`src/rtl/regfile_hazard_controller.sv`:
```
// Register-file access sequencer: per-register pending-write scoreboard with RAW/WAW stall,
// same-cycle writeback bypass, and ALU/memory write-port arbitration with ALU starvation guard.
module regfile_hazard_controller #(
  parameter int DATA_W     = 16,
  parameter int ADDR_W     = 3,
  parameter int CNT_W      = 2,
  parameter int STARVE_LIM = 2
) (
  input  logic              clk,
  input  logic              rst,
  input  logic              issue_valid,
  input  logic [ADDR_W-1:0] src_addr,
  input  logic [ADDR_W-1:0] dst_addr,
  input  logic              uses_src,
  input  logic              uses_dst,
  input  logic              writes_dst,
  output logic              stall,
  output logic              issue_ack,
  output logic              fwd_src,
  output logic              fwd_dst,
  input  logic              alu_wb_req,
  input  logic [ADDR_W-1:0] alu_wb_addr,
  input  logic [DATA_W-1:0] alu_wb_data,
  output logic              alu_wb_gnt,
  input  logic              mem_wb_req,
  input  logic [ADDR_W-1:0] mem_wb_addr,
  input  logic [DATA_W-1:0] mem_wb_data,
  output logic              mem_wb_gnt,
  output logic              write_back,
  output logic [ADDR_W-1:0] write_addr,
  output logic [DATA_W-1:0] write_data,
  output logic              sb_error
);

  localparam int NREG = 2**ADDR_W;
  localparam int SW   = $clog2(STARVE_LIM + 1);
  localparam logic [CNT_W-1:0] CNT_MAX = '1;
  localparam logic [CNT_W-1:0] CNT_ONE = CNT_W'(1);
  localparam logic [SW-1:0]    LIM     = SW'(STARVE_LIM);

  logic [CNT_W-1:0] cnt [NREG];
  logic [SW-1:0]    starve;

  logic [CNT_W-1:0] src_cnt, dst_cnt;
  logic             src_byp, dst_byp, src_haz, dst_haz, structural;

  // Write-port arbitration: memory by default, ALU when alone or starved too long.
  always_comb begin
    alu_wb_gnt = 1'b0;
    mem_wb_gnt = 1'b0;
    if (rst) begin
      if (alu_wb_req && (!mem_wb_req || starve == LIM)) alu_wb_gnt = 1'b1;
      else if (mem_wb_req)                               mem_wb_gnt = 1'b1;
    end
    write_back = alu_wb_gnt | mem_wb_gnt;
    write_addr = '0;
    write_data = '0;
    if (alu_wb_gnt) begin
      write_addr = alu_wb_addr;
      write_data = alu_wb_data;
    end else if (mem_wb_gnt) begin
      write_addr = mem_wb_addr;
      write_data = mem_wb_data;
    end
  end

  // An operand with exactly one pending write is usable if that write commits this cycle.
  always_comb begin
    src_cnt    = cnt[src_addr];
    dst_cnt    = cnt[dst_addr];
    src_byp    = (src_cnt == CNT_ONE) && write_back && (write_addr == src_addr);
    dst_byp    = (dst_cnt == CNT_ONE) && write_back && (write_addr == dst_addr);
    src_haz    = uses_src && (src_cnt != '0) && !src_byp;
    dst_haz    = uses_dst && (dst_cnt != '0) && !dst_byp;
    structural = writes_dst && (dst_cnt == CNT_MAX) &&
                 !(write_back && (write_addr == dst_addr));
    stall      = !rst || (issue_valid && (src_haz || dst_haz || structural));
    issue_ack  = rst && issue_valid && !stall;
    fwd_src    = issue_ack && uses_src && src_byp;
    fwd_dst    = issue_ack && uses_dst && dst_byp;
  end

  always_ff @(posedge clk) begin
    if (!rst) begin
      for (int i = 0; i < NREG; i++) cnt[i] <= '0;
      starve   <= '0;
      sb_error <= 1'b0;
    end else begin
      for (int i = 0; i < NREG; i++) begin
        if ((issue_ack && writes_dst && dst_addr == ADDR_W'(i)) &&
            !(write_back && write_addr == ADDR_W'(i)))
          cnt[i] <= cnt[i] + CNT_ONE;
        else if (!(issue_ack && writes_dst && dst_addr == ADDR_W'(i)) &&
                 (write_back && write_addr == ADDR_W'(i)) && cnt[i] != '0)
          cnt[i] <= cnt[i] - CNT_ONE;
      end
      if (write_back && cnt[write_addr] == '0) sb_error <= 1'b1;
      if (!alu_wb_req || alu_wb_gnt)            starve <= '0;
      else if (mem_wb_gnt && starve != LIM)     starve <= starve + SW'(1);
    end
  end

endmodule
```
`config.mk`:
```
export PLATFORM = sky130hd
export DESIGN_NAME = regfile_hazard_controller
export DESIGN_NICKNAME = d
export VERILOG_FILES = /design/src/rtl/regfile_hazard_controller.sv
export SDC_FILE = /design/constraint.sdc
export NUM_CORES = 1
export LEC_CHECK = 0
export ABC_AREA = 1
export CORE_MARGIN = 2
export CORE_UTILIZATION = 72
export CTS_BUF_LIST = sky130_fd_sc_hd__clkbuf_2
export CTS_CLUSTER_SIZE = 28
export DETAILED_ROUTE_END_ITERATION = 6
export DONT_BUFFER_PORTS = 1
export PLACE_DENSITY = 0.94
export RECOVER_POWER = 100
export SLEW_MARGIN = 20
export SYNTH_ARGS = -nofsm -noshare
export SYNTH_HDL_FRONTEND = slang
export SYNTH_SLANG_ARGS = --single-unit
```
`constraint.sdc`:
```
create_clock -name clk -period 5.6 [get_ports clk]
set_input_delay 1.12 -clock clk [delete_from_list [all_inputs] [get_ports clk]]
set_output_delay 1.12 -clock clk [all_outputs]
set_load 0.01 [all_outputs]
```
# Word level (Yosys, flattened, before mapping)
# Memories as Yosys holds them, arrays and structs flattened.
# Index checks and enable logic that the tools add are counted.
# Widths: inputs -> output; s select.
# word_totals
input_bits	52
ramBits	16
out_inout_bits	27
n_memories	1
reg_bits	3
# classes
add_sub_neg	17
n_bitwise	18
eq_ne	21
n_reduce_logical	104
n_mux	82
# mem_list
name	words	word_bits	read_ports	rd_ports_with_merged_regs	wr	line_no	source
cnt	8	2	11	0	8	41	logic [CNT_W-1:0] cnt [NREG];
# op_table
op	count
$logic_and 1x1->1	62
$mux 1	62
$mux 16	2
$mux 2	16
$eq 3x3->1 const B	8
$logic_not 1->1	23
$reduce_bool 2->1	10
$add 2x1->2 const B	9
$or 1x1->1	17
$sub 2x1->2 const B	8
$eq 3x2->1 const B	4
$eq 3x1->1 const B	2
$eq 3x3->1	2
$logic_not 3->1	2
$mux 3	2
$logic_or 1x1->1	5
$eq 2x1->1 const B	2
$eq 2x2->1 const B	2
$logic_not 2->1	1
$ne 2x2->1 const B	1
$reduce_or 2->1	1
$not 1->1	1

# Longest topological paths before layout
# Gate-level depths: netlist of the first run.
# logic_depth
ltp_word	27
mapped_depth	19
ltp_nobuf	19

# Least setup slack after synthesis of the first run
# Ideal clock, no wire load.
# synth_timing
path_type	input to output
from	input port alu_wb_req
to	output port fwd_src
path_slack_ps	1915
path_buffers	0
arrival_ps	2565
stages	12
path_cell_list	nand2_1 > nand3_1 > nand2_1 > nand2_1 > nand2_1 > inv_1 > nand3_1 > o21ai_1 > nand4_2 > inv_1 > nand2_1 > nor3_1
# synth_via
elab_chain_len	17
elab_cells_between_ends	29
# synth_rtl
item	line_no	source
start, declared	21	input logic alu_wb_req,
$logic_and 1x1->1 *	52	if (alu_wb_req && (!mem_wb_req || starve == LIM)) alu_wb_gnt = 1'b1;
$mux 1	52	
$mux 1	51	if (rst) begin
$mux 3	61	end else if (mem_wb_gnt) begin
$mux 3 *	58	if (alu_wb_gnt) begin
named net write_addr[1]	30	output logic [ADDR_W-1:0] write_addr,
$eq 3x3->1 (on tied branches)	71, 72, 76	
$logic_and 1x1->1 (on tied branches)	71, 72	
[... 2 more ...]	-	
$logic_or 1x1->1	77	stall = !rst || (issue_valid && (src_haz || dst_haz || structural));
$logic_or 1x1->1 *	77	
$logic_and 1x1->1 *	77	
$logic_or 1x1->1 *	77	
$logic_not 1->1 *	78	issue_ack = rst && issue_valid && !stall;
$logic_and 1x1->1 *	78	
named net issue_ack	18	output logic issue_ack,
$logic_and 1x1->1 * (2 in a row)	79	fwd_src = issue_ack && uses_src && src_byp;
end, declared	19	output logic fwd_src,
# The timed path passes the listed nets; every way through them passes the cells marked *.

# Final worst setup path of the first run
# Ends and elaborated chain as after synthesis.

==> flow_summary.ini, run 1 <==
[timing]
holdWs_ns = 0.424
setup_violations = 0
setup_tns_ns = 0
fin_crit_sh = 0.746
worst_slew_pin_slew_ns = 1.25
period_needed_ns = 4.18
drv_slew = 0
rsz0062_at_grt = no
relSlewSlack = 0.161
fmax_mhz = 239
finalHoldViolCount = 0
clock_skew_ns = 0.0147

[layout]
seq_area_um2 = 541
fin_cells = 367
finish.utilization = 0.753
layout-drive-gt1-share = 0.0446
fillers = 233
nets = 391
antenna_cells = 0
areaGrowthSynthToFinish_pct = -0.303
multi_input_area_mm2 = 0.00125

[clocking]
worstSkewPairLatency_ns = 0.32
cts_max_level = 1
cts_buffers = 3
post_cts_buffers = 0
cts_hold_buf = 0
clockBufferDepth = 2
clk_pin_slew_worst_paths_ns = 0.17
cts-resized-gates = 0
clock-root-buffer = clkbuf_2
cts_tree = yes
cts.sinks = 19

[synthesis]
avgSynthCellArea_um2 = 6.09
synthArstFlopShare = 0
synth_nets = 393
synth_seq_area_share = 0.262
synth_top_cell_by_area = edfxtp_1
synth_cells = 339
synthTopCellsByCount = nand2_1 (101), inv_1 (51), nand3_1 (48)
ys_warn_count = 0
synth_area_mm2 = 0.00207
synth_top_area_share = 0.233
synth_edf_count = 16
synth.distinct_cells = 29
yosys.cell_count.top_type = nand2_1
synth_seq_cells = 19
synth_ff_type = edfxtp_1
synth_area_leaders = edfxtp_1 (23%), nand2_1 (18%), nand3_1 (12%)

[critical_path]
crit_family = simple AND/OR/NAND/NOR gates
crit_chain = nand2_1 > inv_1 > nand3_1 > nand2_1 > nand2_1 > nand2_1 > nand3_1 > o21ai_0 > nand4_2 > inv_1 > nand2_1 > nor3_1
start_kind = input pin
startpoint = alu_wb_req
rrSetupSlack_ns = 1.82
cpMostUsedCell = nand2_1
cp.depth = 12
crit_end = fwd_src
reg2reg_from = starve[0]
r2r_end = cnt[5][0]
max_stage_delay_ns = 0.41
cp_num_buf_inv = 2
crit_arrival_ns = 3.06
end_kind = primary output
cp_slowest_cell = nand2_1
path_class = input pin to primary output
r2r_cells = 14
cp_max_fo = 10
worstPathRequired_ns = 4.48

[placement]
gp_congestion = 0.946
numPortBuffers = 0
place_inst = 363
post-dp-hpwl_um = 4450

[power]
ir_drop_uv = 158
power.total_w = 0.000343
cellPowerDensity_mw_per_mm2 = 167
leakage_nw = 1.05

[die]
initial_core_util = 0.756
rows = 19
die_h_um = 57.6
io_pins = 79
die_width_um = 57.6
core_area_mm2 = 0.00273
dieArea_mm2 = 0.00331

[route]
vias = 2266
first_pass_iters = 5
drt_iter0_drc = 132
wl_per_cell_um = 15.2
ant_nets = 0
via_per_inst = 6.17
wl_um = 5570
drc = 0

[grt]
grt_max_degree = 18
grt_antenna_before_repair = 0
overflow = 0
grt_pass1_wl_um = 8750
grt_pass1_vias = 2041
grt_usage = 0.339

[hold_path]
holdCritPathClass = register to register

[flow_run]
drv_cap = 0

[status]
status = complete, no violations
[cells in the final DEF (no fill, tap or decap)]
cell	n
nand2_1	103
inv_1	52
nand3_1	49
nor2_1	42
a22o_1	16
edfxtp_1	16
a21oi_1	12
nand4_1	7
o21ai_0	6
nand4_2	4
clkbuf_2	4
nand3_2	3
nor3_1	3
dfxtp_1	3
clkinv_1	2
inv_2	2
nor2_2	2
o21ai_1	2
o211ai_1	2
o22ai_1	2
ha_1	2
a21boi_0	1
o41ai_1	1
[sequential cells by signal (all words and copies together) (netlist names)]
signal,cells
starve,2
sb_error,1
cnt,16
[metrics by stage]
stage	area (um^2)	setup slack, ns
finish	2060	1.42
global route	2060	1.15
CTS	2090	1.67
detailed placement	2070	1.67
global placement	2070	1.74
floorplan	2070	1.91
[worst min path at each step]
stage	startpoint	end	slack, ns	cells after the start
after global routing	starve[0]	starve[0]	0.43	1
after CTS	starve[0]	starve[0]	0.43	1
after detailed placement	starve[0]	starve[0]	0.40	1
after global placement	starve[0]	starve[0]	0.40	1
final	starve[0]	starve[0]	0.42	1
after floorplan	starve[0]	starve[0]	0.39	1
[logic make-up (layout without fill, tap and decap cells)]
family	Yosys count	in the layout	share of synthesized area
compound gates	42	42	0.137
fa+ha+maj	2	2	0.0121
buf+inv	63	60	0.119
flops	19	19	0.262
simple gates	213	213	0.469
[power breakdown]
part           internal [W]  leakage, nW  switching (W)
sequential         0.000164        0.190      0.0000104
combinational     0.0000342        0.841      0.0000728
clock             0.0000189       0.0166      0.0000429
total              0.000217         1.05       0.000126
[routing by layer]
metal,track usage,vias up,share of wire
met5,0,-,0
met4,0.143,0,0.039
met3,0.0680,29,0.11
met2,0.567,148,0.48
met1,0.426,976,0.38
li1,-,1113,-
[area by class of cell]
type                    count  area share
multi-input cells         257       0.607
flip-flops and latches     19       0.262
inverters                  56       0.102
well taps                  31      0.0188
clock buffers               4     0.00972
No activity file was read; power rests on OpenSTA's default activity.
==> run 2: changes to the inputs <==
--- a/config.mk
+++ b/config.mk
@@ -7,12 +7,12 @@
 export LEC_CHECK = 0
 export ABC_AREA = 1
 export CORE_MARGIN = 2
-export CORE_UTILIZATION = 72
+export CORE_UTILIZATION = 66
 export CTS_BUF_LIST = sky130_fd_sc_hd__clkbuf_2
 export CTS_CLUSTER_SIZE = 28
 export DETAILED_ROUTE_END_ITERATION = 6
 export DONT_BUFFER_PORTS = 1
-export PLACE_DENSITY = 0.94
+export PLACE_DENSITY = 0.87
 export RECOVER_POWER = 100
 export SLEW_MARGIN = 20
 export SYNTH_ARGS = -nofsm -noshare
==> constraint.sdc (replaced) <==
create_clock -name clk -period 3.9 [get_ports clk]
set_input_delay 0.78 -clock clk [delete_from_list [all_inputs] [get_ports clk]]
set_output_delay 0.78 -clock clk [all_outputs]
set_load 0.01 [all_outputs]
==> flow_summary.ini, run 2 (synthesis results as in run 1) <==
[timing]
setup_tns_ns = 0
rsz0062_at_grt = no
setup_violations = 0
worst_slew_pin_slew_ns = 0.753
finalHoldViolCount = 0
fmax_mhz = 283
fin_crit_sh = 0.906
relSlewSlack = 0.498
drv_slew = 0
period_needed_ns = 3.53
clock_skew_ns = 0.0132

[grt]
grt_max_degree = 18
overflow = 0
grt_antenna_before_repair = 0
grt_pass1_vias = 1894
grt_usage = 0.306
grt_pass1_wl_um = 8400

[hold_path]
min_from = starve[0]
holdPathEnd = starve[0]
holdCritPathClass = register to register
holdPathStages = 1

[die]
io_pins = 79
initial_core_util = 0.688
dieArea_mm2 = 0.00359
die_h_um = 59.9
rows = 20
core_area_mm2 = 0.00300
die_width_um = 59.9

[layout]
antenna_cells = 0
layout-drive-gt1-share = 0.0506
nets = 391
largest_reg_flops = 16
final_common_cell = nand2_1
top_register = cnt
fin_cells = 369
areaGrowthSynthToFinish_pct = 0.181
reg.largest.list = cnt: 16 flops, starve: 2 flops, sb_error: 1 flops
final_cell_mix = nand2_1 (103), inv_1 (52), nand3_1 (48)

[critical_path]
rrSetupSlack_ns = 0.64
cp.depth = 14
max_stage_delay_ns = 0.38
start_kind = register
cp_slowest_cell = nand2_1
cpMostUsedCell = nand2_1
cp_num_buf_inv = 3
reg2reg_from = starve[0]
r2r_end = cnt[7][0]
crit_family = simple AND/OR/NAND/NOR gates
end_kind = primary output
cp_max_fo = 10
crit_arrival_ns = 2.75
crit_chain = inv_1 > ha_1 > inv_1 > nand2_1 > nand3_2 > nand2_1 > nand2_1 > nand2_1 > nand3_1 > o21ai_1 > nand4_1 > inv_1 > nand2_1 > nor3_1
worstPathRequired_ns = 3.12
path_class = register to primary output
r2r_cells = 14

[clocking]
cts_hold_buf = 0
cts_tree = yes
post_cts_buffers = 0
clockBufferDepth = 2
clk_pin_slew_worst_paths_ns = 0.18
cts-resized-gates = 0
cts.sinks = 19
worstSkewPairLatency_ns = 0.32
cts_buffers = 3
cts_max_level = 1
clock-root-buffer = clkbuf_2

[power]
ir_drop_uv = 162
cellPowerDensity_mw_per_mm2 = 236
leakage_nw = 1.04

[route]
drc = 0
vias = 2219
first_pass_iters = 4
wl_per_cell_um = 14.2
ant_nets = 0
via_per_inst = 6.01
wl_um = 5240
drt_iter0_drc = 140

[placement]
numPortBuffers = 0
place_inst = 365
post-dp-hpwl_um = 4210
gp_congestion = 0.969

[flow_run]
drv_cap = 0

[status]
status = complete, no violations
## run 2: cell types whose count changed in the layout (fill, tap and decap cells not counted)
cell      before  now
o21ai_1        2    3
clkinv_2       0    1
nand3_2        3    4
nor2_2         2    3
nand3_1       49   48
nor2_1        42   41
clkbuf_2       4    3
o21ai_0        6    5
## run 2: area by class of cell
cell class,count,area (um^2)
Clock buffer,3,15.0
Sequential cell,19,541
Multi-Input combinational cell,257,1260
Fill cell,269,933
Inverter,56,210
Tap cell,33,41.3
Clock inverter,1,5.00
## run 2: power by group
| part | internal, W | leakage (nW) | switching, W |
|---|---|---|---|
| logic | 0.0000490 | 0.838 | 0.000102 |
| clock network | 0.0000232 | 0.0164 | 0.0000639 |
| registers | 0.000235 | 0.190 | 0.0000152 |
## run 2: worst max-delay path by stage
stage | slack [ns] | to | start
final | 0.37 | fwd_src | starve[0]
after global routing | 0.08 | fwd_src | starve[0]
after CTS | 0.38 | fwd_src | starve[0]
after detailed placement | 0.61 | fwd_src | alu_wb_req
after global placement | 0.71 | fwd_src | mem_wb_req
after floorplan | 0.89 | fwd_src | alu_wb_req
## run 2: metal layers
metal | GRT usage | vias to the layer above | wire length (um)
li1 | - | 1116 | -
met1 | 0.425 | 987 | 2240
met2 | 0.488 | 102 | 2420
met3 | 0.0411 | 14 | 456
met4 | 0.108 | 0 | 116
met5 | 0 | - | 0
## run 2: through the flow
stage               setup slack (ns)  cell area [um^2]  total power (W)   util  hold WS, ns
global placement               0.710              2070         0.000403  0.690        0.402
finish                         0.365              2070         0.000488  0.689        0.433
floorplan                      0.895              2070         0.000381      -        0.392
global route                  0.0799              2070         0.000523  0.689        0.446
CTS                            0.378              2090         0.000491  0.696        0.432
detailed placement             0.614              2070         0.000406  0.690        0.411
==> patch 1: new RTL, config.mk and constraints of run 2 <==
Change the parameter `ADDR_W` from 3 to 5.
--- a/src/rtl/regfile_hazard_controller.sv
+++ b/src/rtl/regfile_hazard_controller.sv
@@ -4,3 +4,3 @@
   parameter int DATA_W     = 16,
-  parameter int ADDR_W     = 3,
+  parameter int ADDR_W     = 5,
   parameter int CNT_W      = 2,
Ports: changed (5 resized); port bits go from 79 to 89. No check against the original RTL was run, so the function may have changed too.
==> patch 1 against run 2 <==
Highest routed layer unchanged. Register-to-register slack got worse by 0.15 ns. Wire length rose to 4.4 times the old value. Setup slack worse by 0.21 ns. Synthesized area grew to 3.2 times the old value. Critical path type unchanged. Via count rose to 3.6 times the old value. Sequential cell count up 48. Power grew to 3.6 times the old value. The run now ends with capacitance limit, slew limit left. Final area rose to 3.3 times the old value. Fmax decreased by 5.6%.
==> patch 1: results (changes against run 2) <==
status: "complete, but fails checks"
violations: "capacitance limit, slew limit"
clkTransAtPathRegs_ns: 0.23  # +0.05 ns
numCtsBuffers: 9  # +6
num-clock-buffers: 10  # +7
grt_max_degree: 57  # +39
clock_area_share_pct: 1.194  # +0.23 points
fin_cells: 1204  # +230%
hold_path.class: "input pin to flip-flop"
track_usage_pct: 42.13  # +11 points
antenna_cells: 1  # +1
clock-sinks: 67  # +48
ir_drop_mv: 0.1638  # +1.1%
syn2layout_area_growth_pct: 4.696
syn_inst: 1082  # +220%
fin_skew_ns: 0.04529  # +0.03205 ns
synth_xor_area_share_pct: 3.314  # +3.3 points
yosys.area_share.adder_pct: 0.3787  # -0.83 points
gp_congestion: 1.113  # +15%
p_comb_share_pct: 28.1  # -2.8 points
critPathSlowestCell: "dfxtp_2"
final_area_um2: 6918  # +230%
drt_first_iter_violations: 1074  # +670%
multi_input_comb_cells: 884  # +240%
seq_area_share_pct: 28.67  # +2.5 points
critical_path_peak_fanout: 6  # -4
maxCapViolCount: 1  # +1
wl_met2_um: 9305  # +280%
place_hpwl_um: 15820  # +280%
synth_common_cells: "nand2_1 (330), nand3_1 (184), nor2_1 (145)"
inv_count: 81  # +45%
slew_viol_final: 47  # +47
synth_edf_count: 64  # +48
signal_buffers: 22  # +22
synth.distinct_cells: 30  # +3.4%
multiInputGateArea_um2: 4177  # +230%
layout-drive-gt1-share_pct: 5.607  # +0.55 points
wirelength_um: 23300  # +340%
use_met2_pct: 60.43  # +12 points
-- patch 1: final timing paths --
kind | slack, ns | startpoint | to | cells past startpoint
setup reg to reg | 0.49 | starve[0] | cnt[19][1] | 12
hold / removal | 0.35 | mem_wb_req | starve[1] | 2
hold reg to reg | 0.43 | starve[0] | starve[0] | 1
setup / recovery | 0.15 | starve[0] | fwd_src | 18
-- patch 1: through the flow --
| stage | power, mW | setup slack [ns] | hold slack (ns) |
|---|---|---|---|
| 6_report | 1.767 | 0.1548 | 0.3499 |
| 5_1_grt | 1.836 | 0.001873 | 0.3587 |
| 4_1_cts | 1.731 | 0.01711 | 0.3317 |
| 3_5_place_dp | 1.371 | 0.2399 | 0.4201 |
| 3_3_place_gp | 1.365 | 0.3909 | 0.4023 |
| 2_1_floorplan | 1.268 | 0.2482 | 0.3925 |
==> patch 2: new RTL, config.mk and constraints of run 2 <==
Made on the original files. Register the output `sb_error` once more, cleared by the reset; this adds one clock of latency there. The other outputs are not delayed to match.
--- a/src/rtl/regfile_hazard_controller.sv
+++ b/src/rtl/regfile_hazard_controller.sv
@@ -39,2 +39,4 @@
   localparam logic [SW-1:0]    LIM     = SW'(STARVE_LIM);
+
+  logic sb_error_s0;
 
@@ -86,3 +88,3 @@
       starve   <= '0;
-      sb_error <= 1'b0;
+      sb_error_s0 <= 1'b0;
     end else begin
@@ -96,3 +98,3 @@
       end
-      if (write_back && cnt[write_addr] == '0) sb_error <= 1'b1;
+      if (write_back && cnt[write_addr] == '0) sb_error_s0 <= 1'b1;
       if (!alu_wb_req || alu_wb_gnt)            starve <= '0;
@@ -102,2 +104,10 @@
 
+  always_ff @(posedge clk) begin
+    if (!rst) begin
+      sb_error <= '0;
+    end else begin
+      sb_error <= sb_error_s0;
+    end
+  end
+
 endmodule
Formal check against the unedited RTL: not equivalent (Yosys sat finds a counterexample within 4 cycles, from zero or initial values and one cycle with rst low).
==> patch 2 against run 2 <==
Sequential power up 4%. Combinational power up 9.9%. Clock power up 6.7%. Synthesized area up 5.2%. Worst hold slack worse by 0.0033 ns. Final area up 3.0%. Setup slack better by 0.063 ns. Synthesized cell count down 0.59%. Sequential cell count up 1. Count of clock-buffer cells in the layout unchanged. Global-route usage up 1.9 points. Core utilization down 0.21 points. Power up 6.5%. Wire length up 16%. Critical path type unchanged. Largest power group unchanged.
==> patch 2: results (changes against run 2) <==
fin_cells: 375  # +1.6%
reg_top3: "cnt x16, starve x2"
gp_congestion: 0.9577  # -1.2%
fin_skew_ns: 0.003281  # -0.009957 ns
p_leak_nw: 1.025  # -1.8%
synth_seq_area_share_pct: 25.79  # -0.37 points
synth.distinct_cells: 37  # +28%
slew-limit-headroom_pct: 52.13  # +2.4 points
dpl_cell_area_um2: 2166  # +4.6%
synth.area.top_cells: "edfxtp_1 (22%), nand2_1 (17%), nand3_1 (9.9%)"
p_seq_uw: 261  # +4%
max_stage_delay_ns: 0.41  # +0.03 ns
synth_common_cells: "nand2_1 (101), nand3_1 (43), inv_1 (41)"
synth_xor_area_share_pct: 0.8060  # +0.81 points
grt.met3_usage_pct: 5.042  # +0.93 points
critPathSlowestCell: "nor3_1"
ir_drop_mv: 0.2082  # +29%
synth_compound_area_share_pct: 15.20  # +1.4 points
routed-wl-met3_um: 620  # +36%
grt_pass1_vias: 2059  # +8.7%
viasPerCell: 6.216  # +3.4%
met1_usage_pct: 40.71  # -1.7 points
status: "finished, final reports clean"
drt_first_iter_violations: 216  # +54%
dr.pass1.iters: 5  # +1
placed_cells: 371  # +1.6%
yosys.area_share.adder_pct: 1.151  # -0.060 points
wl_per_cell_um: 16.25  # +14%
post-place-ws_ns: 0.7785  # +0.1647 ns
place_hpwl_um: 4882  # +16%
wl_met1_um: 2368  # +5.7%
syn_area_per_cell_um2: 6.449  # +5.8%
seqPwrFrac_pct: 50.3  # -0.9 points
track_usage_pct: 32.52  # +1.9 points
layout-drive-gt1-share_pct: 7.553  # +2.5 points
synth_nets: 391  # -0.51%
grt_pass1_wl_um: 9101  # +8.3%
critical_path_peak_fanout: 8  # -2
==> patch 2: cell type report <==
cell class	instances	area, um2
inverter	48	183.9
fill	304	970.9
clock inverter	1	3.754
tap	44	55.05
multi-input combinational	259	1314
clock buffer	3	15.01
sequential	20	560.5
==> patch 2: path summary, 6_finish.rpt <==
check        startpoint        end  slack (ns)  cells after the start
min reg2reg   starve[0]  starve[0]        0.43                      1
max           starve[0]    fwd_dst        0.43                     13
min           starve[0]  starve[0]        0.43                      1
max reg2reg   starve[0]  cnt[6][1]        0.53                     15
==> patch 2: kinds of logic after synthesis <==
family,Yosys count
flops,20
compound gates,49
xor+xnor,2
fa+ha+maj,2
buf+inv,58
simple gates,206
==> patch 2: worst max-delay path, delay by kind of cell, from the launching register on <==
kind	cells	cell delay (ns)
adders and majority gates	1	0.20
buffers and inverters	1	0.05
DFF	1	0.37
and+or+nand+nor	11	1.75
